--- config.mk ---
export PLATFORM = sky130hd
export DESIGN_NAME = reservation_station
export DESIGN_NICKNAME = d
export VERILOG_FILES = /design/src/rtl/reservation_station_pkg.sv /design/src/rtl/reservation_station_rs_age_select.sv /design/src/rtl/reservation_station.sv
export SDC_FILE = /design/constraint.sdc
export NUM_CORES = 1
export LEC_CHECK = 0
export CELL_PAD_IN_SITES_DETAIL_PLACEMENT = 0
export CELL_PAD_IN_SITES_GLOBAL_PLACEMENT = 1
export CORE_MARGIN = 2
export CORE_UTILIZATION = 25
export DETAILED_ROUTE_END_ITERATION = 8
export PLACE_DENSITY_LB_ADDON = 0.1
export SLEW_MARGIN = 5
export SYNTH_ARGS = -nofsm -noshare
export SYNTH_HDL_FRONTEND = slang
export SYNTH_SLANG_ARGS = --single-unit
--- constraint.sdc ---
create_clock -name clk -period 2.85 [get_ports clk]
set_clock_uncertainty 0.15 [all_clocks]
set_input_delay 0.285 -clock clk [delete_from_list [all_inputs] [get_ports clk]]
set_output_delay 0.285 -clock clk [all_outputs]
set_load 0.02 [all_outputs]
--- src/rtl/reservation_station_pkg.sv ---
// Shared types and constants for the reservation station slice.
// The reserved ID value marks "no producer"; broadcasts carrying it never wake anything.
package reservation_station_pkg;

    localparam int RS_ID_NONE = 0;

    typedef struct packed {
        logic       subtract;
        logic       with_carry;
        logic [4:0] dest_reg;
    } add_sub_decode_t;

endpackage

--- src/rtl/reservation_station_rs_age_select.sv ---
// Age matrix for the reservation station: remembers relative allocation order
// and picks the oldest entry among those currently ready to issue.
module rs_age_select
    import reservation_station_pkg::*;
#(
    parameter int RS_DEPTH = 4,
    localparam int IDX_W   = $clog2(RS_DEPTH)
) (
    input  logic                clk,
    input  logic                rst_n,
    input  logic                alloc_en,
    input  logic [IDX_W-1:0]    alloc_idx,
    input  logic [RS_DEPTH-1:0] occupied,
    input  logic [RS_DEPTH-1:0] ready,
    output logic [RS_DEPTH-1:0] oldest_onehot,
    output logic [IDX_W-1:0]    oldest_idx
);

    // age_q[i][j] set means entry j was allocated before entry i
    logic [RS_DEPTH-1:0] age_q [RS_DEPTH];
    logic [RS_DEPTH-1:0] age_d [RS_DEPTH];

    always_comb begin
        age_d = age_q;
        if (alloc_en) begin
            for (int r = 0; r < RS_DEPTH; r++) begin
                age_d[r][alloc_idx] = 1'b0;
            end
            age_d[alloc_idx] = occupied;
        end
    end

    always_ff @(posedge clk or negedge rst_n) begin
        if (!rst_n) begin
            for (int r = 0; r < RS_DEPTH; r++) begin
                age_q[r] <= '0;
            end
        end else begin
            age_q <= age_d;
        end
    end

    always_comb begin
        oldest_onehot = '0;
        oldest_idx    = '0;
        for (int i = 0; i < RS_DEPTH; i++) begin
            oldest_onehot[i] = ready[i] && ((age_q[i] & ready) == '0);
            if (oldest_onehot[i]) begin
                oldest_idx = IDX_W'(i);
            end
        end
    end

endmodule

--- src/rtl/reservation_station.sv ---
// Reservation station: buffers dispatched operations, snoops the result bus for
// missing operands and hands the oldest ready operation to its execution unit.
module reservation_station
    import reservation_station_pkg::*;
#(
    parameter int  RS_ID_WIDTH = 5,
    parameter int  RS_DEPTH    = 4,
    parameter int  UNIT_ID     = 1,
    parameter type OPCODE_TYPE = add_sub_decode_t
) (
    input  logic                   clk,
    input  logic                   rst_n,
    input  logic                   input_valid,
    output logic                   input_ready,
    input  OPCODE_TYPE             decode,
    output logic [RS_ID_WIDTH-1:0] id_taken,
    input  logic                   op1_valid,
    input  logic [31:0]            op1_value,
    input  logic [RS_ID_WIDTH-1:0] op1_rs_id,
    input  logic                   op2_valid,
    input  logic [31:0]            op2_value,
    input  logic [RS_ID_WIDTH-1:0] op2_rs_id,
    input  logic                   result_valid,
    input  logic [RS_ID_WIDTH-1:0] result_rs_id,
    input  logic [31:0]            result_value,
    output logic                   issue_valid,
    input  logic                   issue_ready,
    output OPCODE_TYPE             issue_decode,
    output logic [31:0]            issue_op1,
    output logic [31:0]            issue_op2,
    output logic [RS_ID_WIDTH-1:0] issue_rs_id
);

    localparam int IDX_W = $clog2(RS_DEPTH);
    localparam int UID_W = RS_ID_WIDTH - IDX_W;
    localparam logic [UID_W-1:0] UNIT_PREFIX = UID_W'(UNIT_ID);

    // Entry layout depends on OPCODE_TYPE, so it is declared per instance.
    typedef struct packed {
        OPCODE_TYPE             decode;
        logic [31:0]            op1_value;
        logic [31:0]            op2_value;
        logic                   op1_ready;
        logic                   op2_ready;
        logic [RS_ID_WIDTH-1:0] op1_tag;
        logic [RS_ID_WIDTH-1:0] op2_tag;
    } rs_entry_t;

    rs_entry_t           entry_q [RS_DEPTH];
    rs_entry_t           entry_d [RS_DEPTH];
    logic [RS_DEPTH-1:0] valid_q, valid_d;
    logic                lock_valid_q, lock_valid_d;
    logic [IDX_W-1:0]    lock_idx_q, lock_idx_d;

    logic [IDX_W-1:0]    free_idx, oldest_idx, sel_idx;
    logic [RS_DEPTH-1:0] ready_vec, oldest_onehot;
    logic                alloc, handshake, snoop_en;
    rs_entry_t           new_entry;

    always_comb begin
        free_idx = '0;
        for (int i = RS_DEPTH - 1; i >= 0; i--) begin
            if (!valid_q[i]) begin
                free_idx = IDX_W'(i);
            end
        end
    end

    always_comb begin
        ready_vec = '0;
        for (int i = 0; i < RS_DEPTH; i++) begin
            ready_vec[i] = valid_q[i] && entry_q[i].op1_ready && entry_q[i].op2_ready;
        end
    end

    rs_age_select #(.RS_DEPTH(RS_DEPTH)) u_age_select (
        .clk           (clk),
        .rst_n         (rst_n),
        .alloc_en      (alloc),
        .alloc_idx     (free_idx),
        .occupied      (valid_q),
        .ready         (ready_vec),
        .oldest_onehot (oldest_onehot),
        .oldest_idx    (oldest_idx)
    );

    assign input_ready = ~&valid_q;
    assign id_taken    = {UNIT_PREFIX, free_idx};
    assign alloc       = input_valid && input_ready;
    assign snoop_en    = result_valid && (result_rs_id != RS_ID_WIDTH'(RS_ID_NONE));

    // A locked selection overrides the age pick so the unit sees stable outputs.
    assign sel_idx      = lock_valid_q ? lock_idx_q : oldest_idx;
    assign issue_valid  = lock_valid_q || (|oldest_onehot);
    assign handshake    = issue_valid && issue_ready;
    assign issue_decode = issue_valid ? entry_q[sel_idx].decode : '0;
    assign issue_op1    = issue_valid ? entry_q[sel_idx].op1_value : '0;
    assign issue_op2    = issue_valid ? entry_q[sel_idx].op2_value : '0;
    assign issue_rs_id  = issue_valid ? {UNIT_PREFIX, sel_idx} : '0;

    always_comb begin
        new_entry           = '0;
        new_entry.decode    = decode;
        new_entry.op1_tag   = op1_rs_id;
        new_entry.op2_tag   = op2_rs_id;
        if (op1_valid) begin
            new_entry.op1_value = op1_value;
            new_entry.op1_ready = 1'b1;
        end else if (snoop_en && (result_rs_id == op1_rs_id)) begin
            new_entry.op1_value = result_value;
            new_entry.op1_ready = 1'b1;
        end
        if (op2_valid) begin
            new_entry.op2_value = op2_value;
            new_entry.op2_ready = 1'b1;
        end else if (snoop_en && (result_rs_id == op2_rs_id)) begin
            new_entry.op2_value = result_value;
            new_entry.op2_ready = 1'b1;
        end
    end

    always_comb begin
        entry_d      = entry_q;
        valid_d      = valid_q;
        lock_valid_d = lock_valid_q;
        lock_idx_d   = lock_idx_q;
        for (int i = 0; i < RS_DEPTH; i++) begin
            if (valid_q[i] && snoop_en) begin
                if (!entry_q[i].op1_ready && (entry_q[i].op1_tag == result_rs_id)) begin
                    entry_d[i].op1_value = result_value;
                    entry_d[i].op1_ready = 1'b1;
                end
                if (!entry_q[i].op2_ready && (entry_q[i].op2_tag == result_rs_id)) begin
                    entry_d[i].op2_value = result_value;
                    entry_d[i].op2_ready = 1'b1;
                end
            end
        end
        if (handshake) begin
            valid_d[sel_idx] = 1'b0;
            lock_valid_d     = 1'b0;
        end else if (issue_valid) begin
            lock_valid_d = 1'b1;
            lock_idx_d   = sel_idx;
        end
        // free_idx only ever names an entry that was empty before this edge
        if (alloc) begin
            valid_d[free_idx] = 1'b1;
            entry_d[free_idx] = new_entry;
        end
    end

    always_ff @(posedge clk or negedge rst_n) begin
        if (!rst_n) begin
            for (int i = 0; i < RS_DEPTH; i++) begin
                entry_q[i] <= '0;
            end
            valid_q      <= '0;
            lock_valid_q <= 1'b0;
            lock_idx_q   <= '0;
        end else begin
            entry_q      <= entry_d;
            valid_q      <= valid_d;
            lock_valid_q <= lock_valid_d;
            lock_idx_q   <= lock_idx_d;
        end
    end

endmodule

==> results of run 1 <==
==> per-stage QoR <==
step | cell area, sq um | TNS [ps] | worst slack, ps | utilization, %
3_3_place_gp | 26900 | -45700 | -687 | 30.6
3_5_place_dp | 26900 | -50330 | -697 | 30.6
6_report | 30300 | -38830 | -652 | 34.4
5_1_grt | 30300 | -48980 | -776 | 34.4
2_1_floorplan | 22100 | 0 | 304 | -
4_1_cts | 29200 | -40760 | -691 | 33.2
==> power breakdown <==
| part | internal [uW] | total (uW) | switching, uW |
|---|---|---|---|
| sequential | 7160 | 9350 | 2190 |
| clock | 3670 | 6230 | 2560 |
| combinational | 10300 | 22500 | 12300 |
| total | 21100 | 38100 | 17000 |
==> cell usage in the layout, fill, tap and decap left out, types with 8 or more instances in the layout <==
cell             netlist  layout
a21o_1                73      73
a21oi_1               76      28
a21oi_2                0      38
a21oi_4                0      10
a221oi_1              72      29
a221oi_2              70      77
a221oi_4               0      36
a22o_1                71      71
a31oi_1                8       8
buf_12                 0      75
buf_2                 39      16
buf_4                 28     176
buf_6                 18      57
buf_8                  0      12
clkbuf_1             157      10
clkbuf_16              0      55
clkbuf_8               0      13
clkdlybuf4s50_1        0     123
clkinv_2               0      12
dfrtp_1              355     352
mux2_2               104     104
mux2i_1              167     167
nand2_1              560     560
nand3_1              183     181
nand4_1               12      12
nor2_1                79      72
nor3_1                11       9
o211ai_1             109     109
o21ai_0              110     109
o21ai_1               20      21
xor2_1                43      43
==> routing by layer <==
layer  track usage (%)  vias up  share of wire, %
li1                  -     9416                 -
met4              6.02        0               2.5
met1              30.9    10500                45
met2              37.7      530                48
met3              2.20      130               4.0
met5                 0        -                 0
==> layout make-up <==
type	instances	area, sq um
Fill cell	9083	57800
Antenna cell	1	2.50
Multi-Input combinational cell	1835	13000
Timing Repair Buffer	476	5340
Tap cell	1165	1460
Inverter	3	16.3
Sequential cell	355	8890
Clock buffer	72	1440
Clock inverter	17	145
==> cell families (layout without fill, tap and decap cells) <==
| family | Yosys count | in the layout | synth area share [%] |
|---|---|---|---|
| other | 2 | 6 | 0.0339 |
| muxes | 271 | 271 | 12.8 |
| xor gates and xnor gates | 50 | 50 | 1.98 |
| buffers and inverters | 272 | 568 | 5.92 |
| and+or+nand+nor | 885 | 885 | 17.0 |
| AOI/OAI and AO/OA | 624 | 624 | 22.1 |
| DFF | 355 | 355 | 40.1 |
==> worst register-to-register path, delay by kind of cell, from the launching register on <==
family / cells / cell delay [ps]
AOI/OAI and AO/OA: 2 / 500
buffers and inverters: 5 / 770
DFF: 1 / 390
muxes: 1 / 360
and+or+nand+nor: 3 / 390
==> path summary, 6_finish.rpt <==
path	startpoint	endpoint	slack (ps)	cells past startpoint
max in group asynchronous	rst_n	entry_q[65]	1170	3
min in group clk	decode[3]	entry_q[328]	180	3
max reg2reg	entry_q[259]	lock_idx_q[1]	180	11
min reg2reg	flip-flop	flip-flop	340	1
min	rst_n	entry_q[142]	170	3
max	entry_q[259]	issue_op2[6]	-650	11
==> sequential cells by signal, summed over array words and instances (netlist names), named ones only <==
signal and cells:
u_age_select.age_q 12, entry_q 332, lock_valid_q 1, valid_q 4, lock_idx_q 2
==> timing repair <==
item                                    4_1_cts  5_1_grt
hold buffers                                  2        0
gates resized for setup                     369      161
hold endpoints to repair                    355        0
buffers inserted                             16       22
gates cloned                                  4        9
endpoints found under the setup margin       77       78
pin swaps                                    51       76
==> flow_metrics.py, run 1 <==
metrics = {
    "status": {
        "status": "finished, violations left",
        "failed_checks": "setup timing",
    },
    "place": {
        "place.gp.congestion": 0.804,
        "dp_hpwl_um": 68300,
        "port_buffers": 202,
        "numPlacedInstances": 3790,
    },
    "sta": {
        "finalSetupViolCount": 74,
        "setup_slack_ps": -652,
        "finalHoldViolCount": 0,
        "period_share_pct": 123,
        "drv_slew": 0,
        "fin_crit_ps": 3500,
        "relSlewSlack_pct": 45.4,
        "tightestPinTransition_ps": 817,
        "rsz0062_at_grt": "yes",
        "fmax_ghz": 0.286,
        "hold_ws_ps": 169,
    },
    "logic_synthesis": {
        "ys_types": 55,
        "synth_cells": 2459,
        "synthArstFlopShare_pct": 100,
        "ys.flop_type": "dfrtp_1",
        "synth_most_common_cell": "nand2_1",
        "yosys_warnings": 0,
        "yosys-top-cells-area": "dfrtp_1 (40%), nand2_1 (9.5%), mux2i_1 (7.6%)",
        "ys_seq_area_share_pct": 40.1,
        "synth_area_sq_um": 22100,
        "synth_edf_count": 0,
        "ys_top_cells_by_count": "nand2_1 (560), dfrtp_1 (355), nand3_1 (183)",
        "synth_top_area_cell": "dfrtp_1",
        "synth.avg_cell_area_sq_um": 9.00,
        "synth.ff_latch_count": 355,
        "yosysTopAreaCellShare_pct": 40.1,
    },
    "clocking": {
        "cts_buffers": 48,
        "root_buffer": "clkbuf_16",
        "clkLatencyLatePin_ps": 590,
        "htreeDepth": 2,
        "tritoncts": "done",
        "path_clk_slew_ps": 60,
        "clockBufferDepth": 3,
        "cts.sinks": 355,
    },
    "worst_setup_path": {
        "path_buf_inv": 5,
        "cp-end-kind": "primary output",
        "slowest_delay_ps": 360,
        "start_kind": "flip-flop",
        "crit_required_ps": 2410,
        "cpMaxStageDelayCell": "dfrtp_1",
        "worstPathArrival_ps": 3070,
        "crit_type": "flip-flop to primary output",
        "crit_top_cell": "buf_4",
        "crit_chain": "buf_4 -> buf_4 -> nand4_1 -> and4_4 -> a21o_4 -> nor3_4 -> buf_12 -> buf_16 -> a221oi_2 -> a21oi_2 -> buf_4",
        "cp_max_fo": 8,
        "critical-path-top-delay-family": "buffers and inverters",
    },
    "global_routing": {
        "gr-total-overflow": 0,
        "grt_pass1_vias": 20600,
        "antenna_found_initial": 1,
        "grt_use_total_pct": 22.5,
        "grt_pass1_wl_um": 151000,
        "grt_max_degree": 101,
    },
    "floorplanning": {
        "chipWidth_um": 302,
        "initial_core_util_pct": 25.1,
        "core_area_sq_um": 88100,
        "dieArea_sq_um": 90900,
        "die_y_um": 302,
        "ioPinCount": 208,
        "rows": 109,
    },
    "route": {
        "first_iter_violations": 1401,
        "drt-total-wl_um": 106000,
        "drc_errors": 0,
        "ant_nets": 0,
        "avgRoutedWirePerCell_um": 27.0,
        "firstDrtPassIters": 5,
        "vias": 20600,
        "vias_per_cell": 5.25,
    },
    "worst_hold_path": {
        "hp-class": "primary input to async pin",
    },
    "finish": {
        "drive_gt1_share_pct": 26.6,
        "synthToLayoutAreaGrowth_pct": 37.1,
        "instances_no_fill": 3924,
        "final_nets": 2844,
    },
    "power": {
        "p_per_area_nw_per_um2": 1260,
        "power.leakage_uw": 0.0123,
        "ir_worst_vdd_mv": 0.817,
        "fin_total_pwr_uw": 38100,
    },
    "job": {
        "maxCapViolations": 0,
    },
}
Note: power is estimated with default switching activity, not from simulation.
==> run 2: changes to the inputs <==
--- a/config.mk
+++ b/config.mk
@@ -5,12 +5,14 @@
 export SDC_FILE = /design/constraint.sdc
 export NUM_CORES = 1
 export LEC_CHECK = 0
+export CAP_MARGIN = 20
 export CELL_PAD_IN_SITES_DETAIL_PLACEMENT = 0
 export CELL_PAD_IN_SITES_GLOBAL_PLACEMENT = 1
-export CORE_MARGIN = 2
+export CORE_MARGIN = 5
 export CORE_UTILIZATION = 25
 export DETAILED_ROUTE_END_ITERATION = 8
 export PLACE_DENSITY_LB_ADDON = 0.1
+export SKIP_LAST_GASP = 1
 export SLEW_MARGIN = 5
 export SYNTH_ARGS = -nofsm -noshare
 export SYNTH_HDL_FRONTEND = slang
==> run 2 against run 1 <==
Net effect:
- highest routed layer is now met5
- critical path depth up 1
- critical endpoint is now issue_op1[30]
- global-route usage down 1.6 points
- final area up 0.33%
- largest cell class unchanged
- largest power group unchanged
- utilization up 0.11 points
- non-clock buffer count up 15
- critical path type unchanged
- the run still ends with setup timing left
==> flow_metrics.py, run 2 (synthesized netlist as in run 1, its figures left out) <==
metrics = {
    "floorplanning": {
        "chipWidth_um": 308,
        "rows": 109,
        "core_area_sq_um": 88100,
        "ioPinCount": 208,
        "die_y_um": 308,
        "dieArea_sq_um": 94600,
        "initial_core_util_pct": 25.1,
    },
    "clocking": {
        "htreeDepth": 2,
        "tritoncts": "done",
        "path_clk_slew_ps": 60,
        "clockBufferDepth": 3,
        "clkLatencyLatePin_ps": 600,
        "cts_buffers": 49,
        "cts.sinks": 355,
        "root_buffer": "clkbuf_16",
    },
    "worst_setup_path": {
        "regToRegSetupSlack_ps": 320,
        "worstRegToRegCells": 9,
        "crit_type": "flip-flop to primary output",
        "crit_required_ps": 2410,
        "crit_chain": "and3_4 -> a222oi_1 -> buf_4 -> buf_6 -> a21boi_4 -> buf_12 -> buf_12 -> a221oi_2 -> a21o_1 -> a21oi_1 -> buf_4 -> buf_4",
        "slowest_delay_ps": 370,
        "cp-end-kind": "primary output",
        "rr_endpoint": "lock_idx_q[0]",
        "reg2reg_from": "valid_q[0]",
        "worstPathArrival_ps": 2970,
        "crit_top_cell": "buf_4",
        "cpMaxStageDelayCell": "dfrtp_1",
        "start_kind": "flip-flop",
        "cp_max_fo": 18,
    },
    "sta": {
        "finalSetupViolCount": 73,
        "hold_ws_ps": 105,
        "period_share_pct": 119,
        "fmax_ghz": 0.294,
        "tightestPinTransition_ps": 718,
        "drv_slew": 0,
        "fin_crit_ps": 3410,
        "rsz0062_at_grt": "yes",
        "relSlewSlack_pct": 52.0,
        "finalHoldViolCount": 0,
        "setup_slack_ps": -555,
    },
    "route": {
        "route.met3.wl_um": 4920,
        "ant_nets": 0,
        "avgRoutedWirePerCell_um": 26.1,
        "routed-wl-met2_um": 48700,
        "drt-total-wl_um": 103000,
        "highest_layer": "met5",
        "first_iter_violations": 1498,
        "vias_per_cell": 5.18,
        "wl_met1_um": 45500,
        "firstDrtPassIters": 5,
        "vias": 20400,
        "drc_errors": 0,
    },
    "worst_hold_path": {
        "hp-class": "primary input to async pin",
    },
    "power": {
        "power.leakage_uw": 0.0124,
        "p_per_area_nw_per_um2": 1240,
        "ir_worst_vdd_mv": 0.608,
    },
    "place": {
        "pre_cts_ws_ps": -451,
        "place.gp.congestion": 0.810,
        "dp_hpwl_um": 68000,
        "port_buffers": 202,
    },
    "finish": {
        "mostFrequentLayoutCells": "nand2_1 (560), dfrtp_1 (352), buf_4 (208)",
        "drive_gt1_share_pct": 26.5,
        "largest_reg_flops": 332,
        "final_nets": 2860,
        "largest_register": "entry_q",
        "reg.largest.list": "entry_q: 332 flops, u_age_select.age_q: 12 flops, valid_q: 4 flops",
        "num-fill-cells": 9044,
        "synthToLayoutAreaGrowth_pct": 37.5,
        "layout_commonest_cell": "nand2_1",
    },
    "status": {
        "failed_checks": "setup timing",
        "status": "finished, violations left",
    },
    "global_routing": {
        "antenna_found_initial": 4,
        "grt_pass1_vias": 20800,
        "grt_pass1_wl_um": 148000,
        "grt_max_degree": 86,
        "gr-total-overflow": 0,
        "grt_use_total_pct": 20.9,
    },
    "job": {
        "maxCapViolations": 0,
    },
}
-- run 2: stage by stage --
stage	setup TNS (ps)	total power, uW	cell area, sq um	util, %	cells
after floorplan	0	19200	22100	-	2462
after global placement	-55610	28000	27200	30.9	3794
after detailed placement	-55740	28200	27200	30.9	3794
after CTS	-35690	35900	29500	33.4	3912
after global routing	-43810	39900	30400	34.5	3936
final	-31940	37800	30400	34.5	3937
-- run 2: timing repair --
action	4_1_cts	5_1_grt
gates resized for setup	397	136
setup endpoints to repair	75	76
cloned	8	5
setup buffers	22	25
pin swaps	24	55
hold endpoints to repair	71	0
hold buffers	1	0
-- run 2: metal layers --
layer / vias up / track usage (%)
li1: 9455 / -
met1: 10200 / 27.8
met2: 567 / 34.7
met3: 134 / 3.34
met4: 4 / 7.57
met5: - / 0
-- run 2: area by class of cell --
| class | count | area, sq um | share of cell area, % |
|---|---|---|---|
| Clock buffer | 80 | 1500 | 4.91 |
| Inverter | 3 | 11.3 | 0.0370 |
| Tap cell | 1165 | 1460 | 4.79 |
| Antenna cell | 1 | 2.50 | 0.00822 |
| Timing Repair Buffer | 491 | 5510 | 18.1 |
| Sequential cell | 355 | 8890 | 29.2 |
| Multi-Input combinational cell | 1835 | 13000 | 42.8 |
| Clock inverter | 7 | 45.0 | 0.148 |
-- run 2: how the worst max path moves through the flow --
stage               cells after the start  slack [ps]    startpoint         endpoint
global placement                        9        -440  entry_q[259]    issue_op2[25]
global route                           10        -710    valid_q[0]    issue_op1[28]
finish                                 12        -560    valid_q[0]    issue_op1[30]
floorplan                               8         300    valid_q[1]  issue_decode[0]
CTS                                    12        -580    valid_q[0]    issue_op1[30]
detailed placement                      9        -450  entry_q[259]    issue_op2[25]
-- run 2: critical path: cells and delay by family, from the launching register on --
| kind | cells | cell delay, ps |
|---|---|---|
| DFF | 1 | 370 |
| AOI/OAI and AO/OA | 5 | 870 |
| and+or+nand+nor | 1 | 180 |
| buffers and inverters | 6 | 950 |
-- run 2: report_power, final --
group / total [uW] / internal [uW] / switching, uW
logic: 22500 / 10400 / 12100
registers: 9210 / 7160 / 2050
clock network: 6060 / 3550 / 2500
total: 37800 / 21100 / 16700
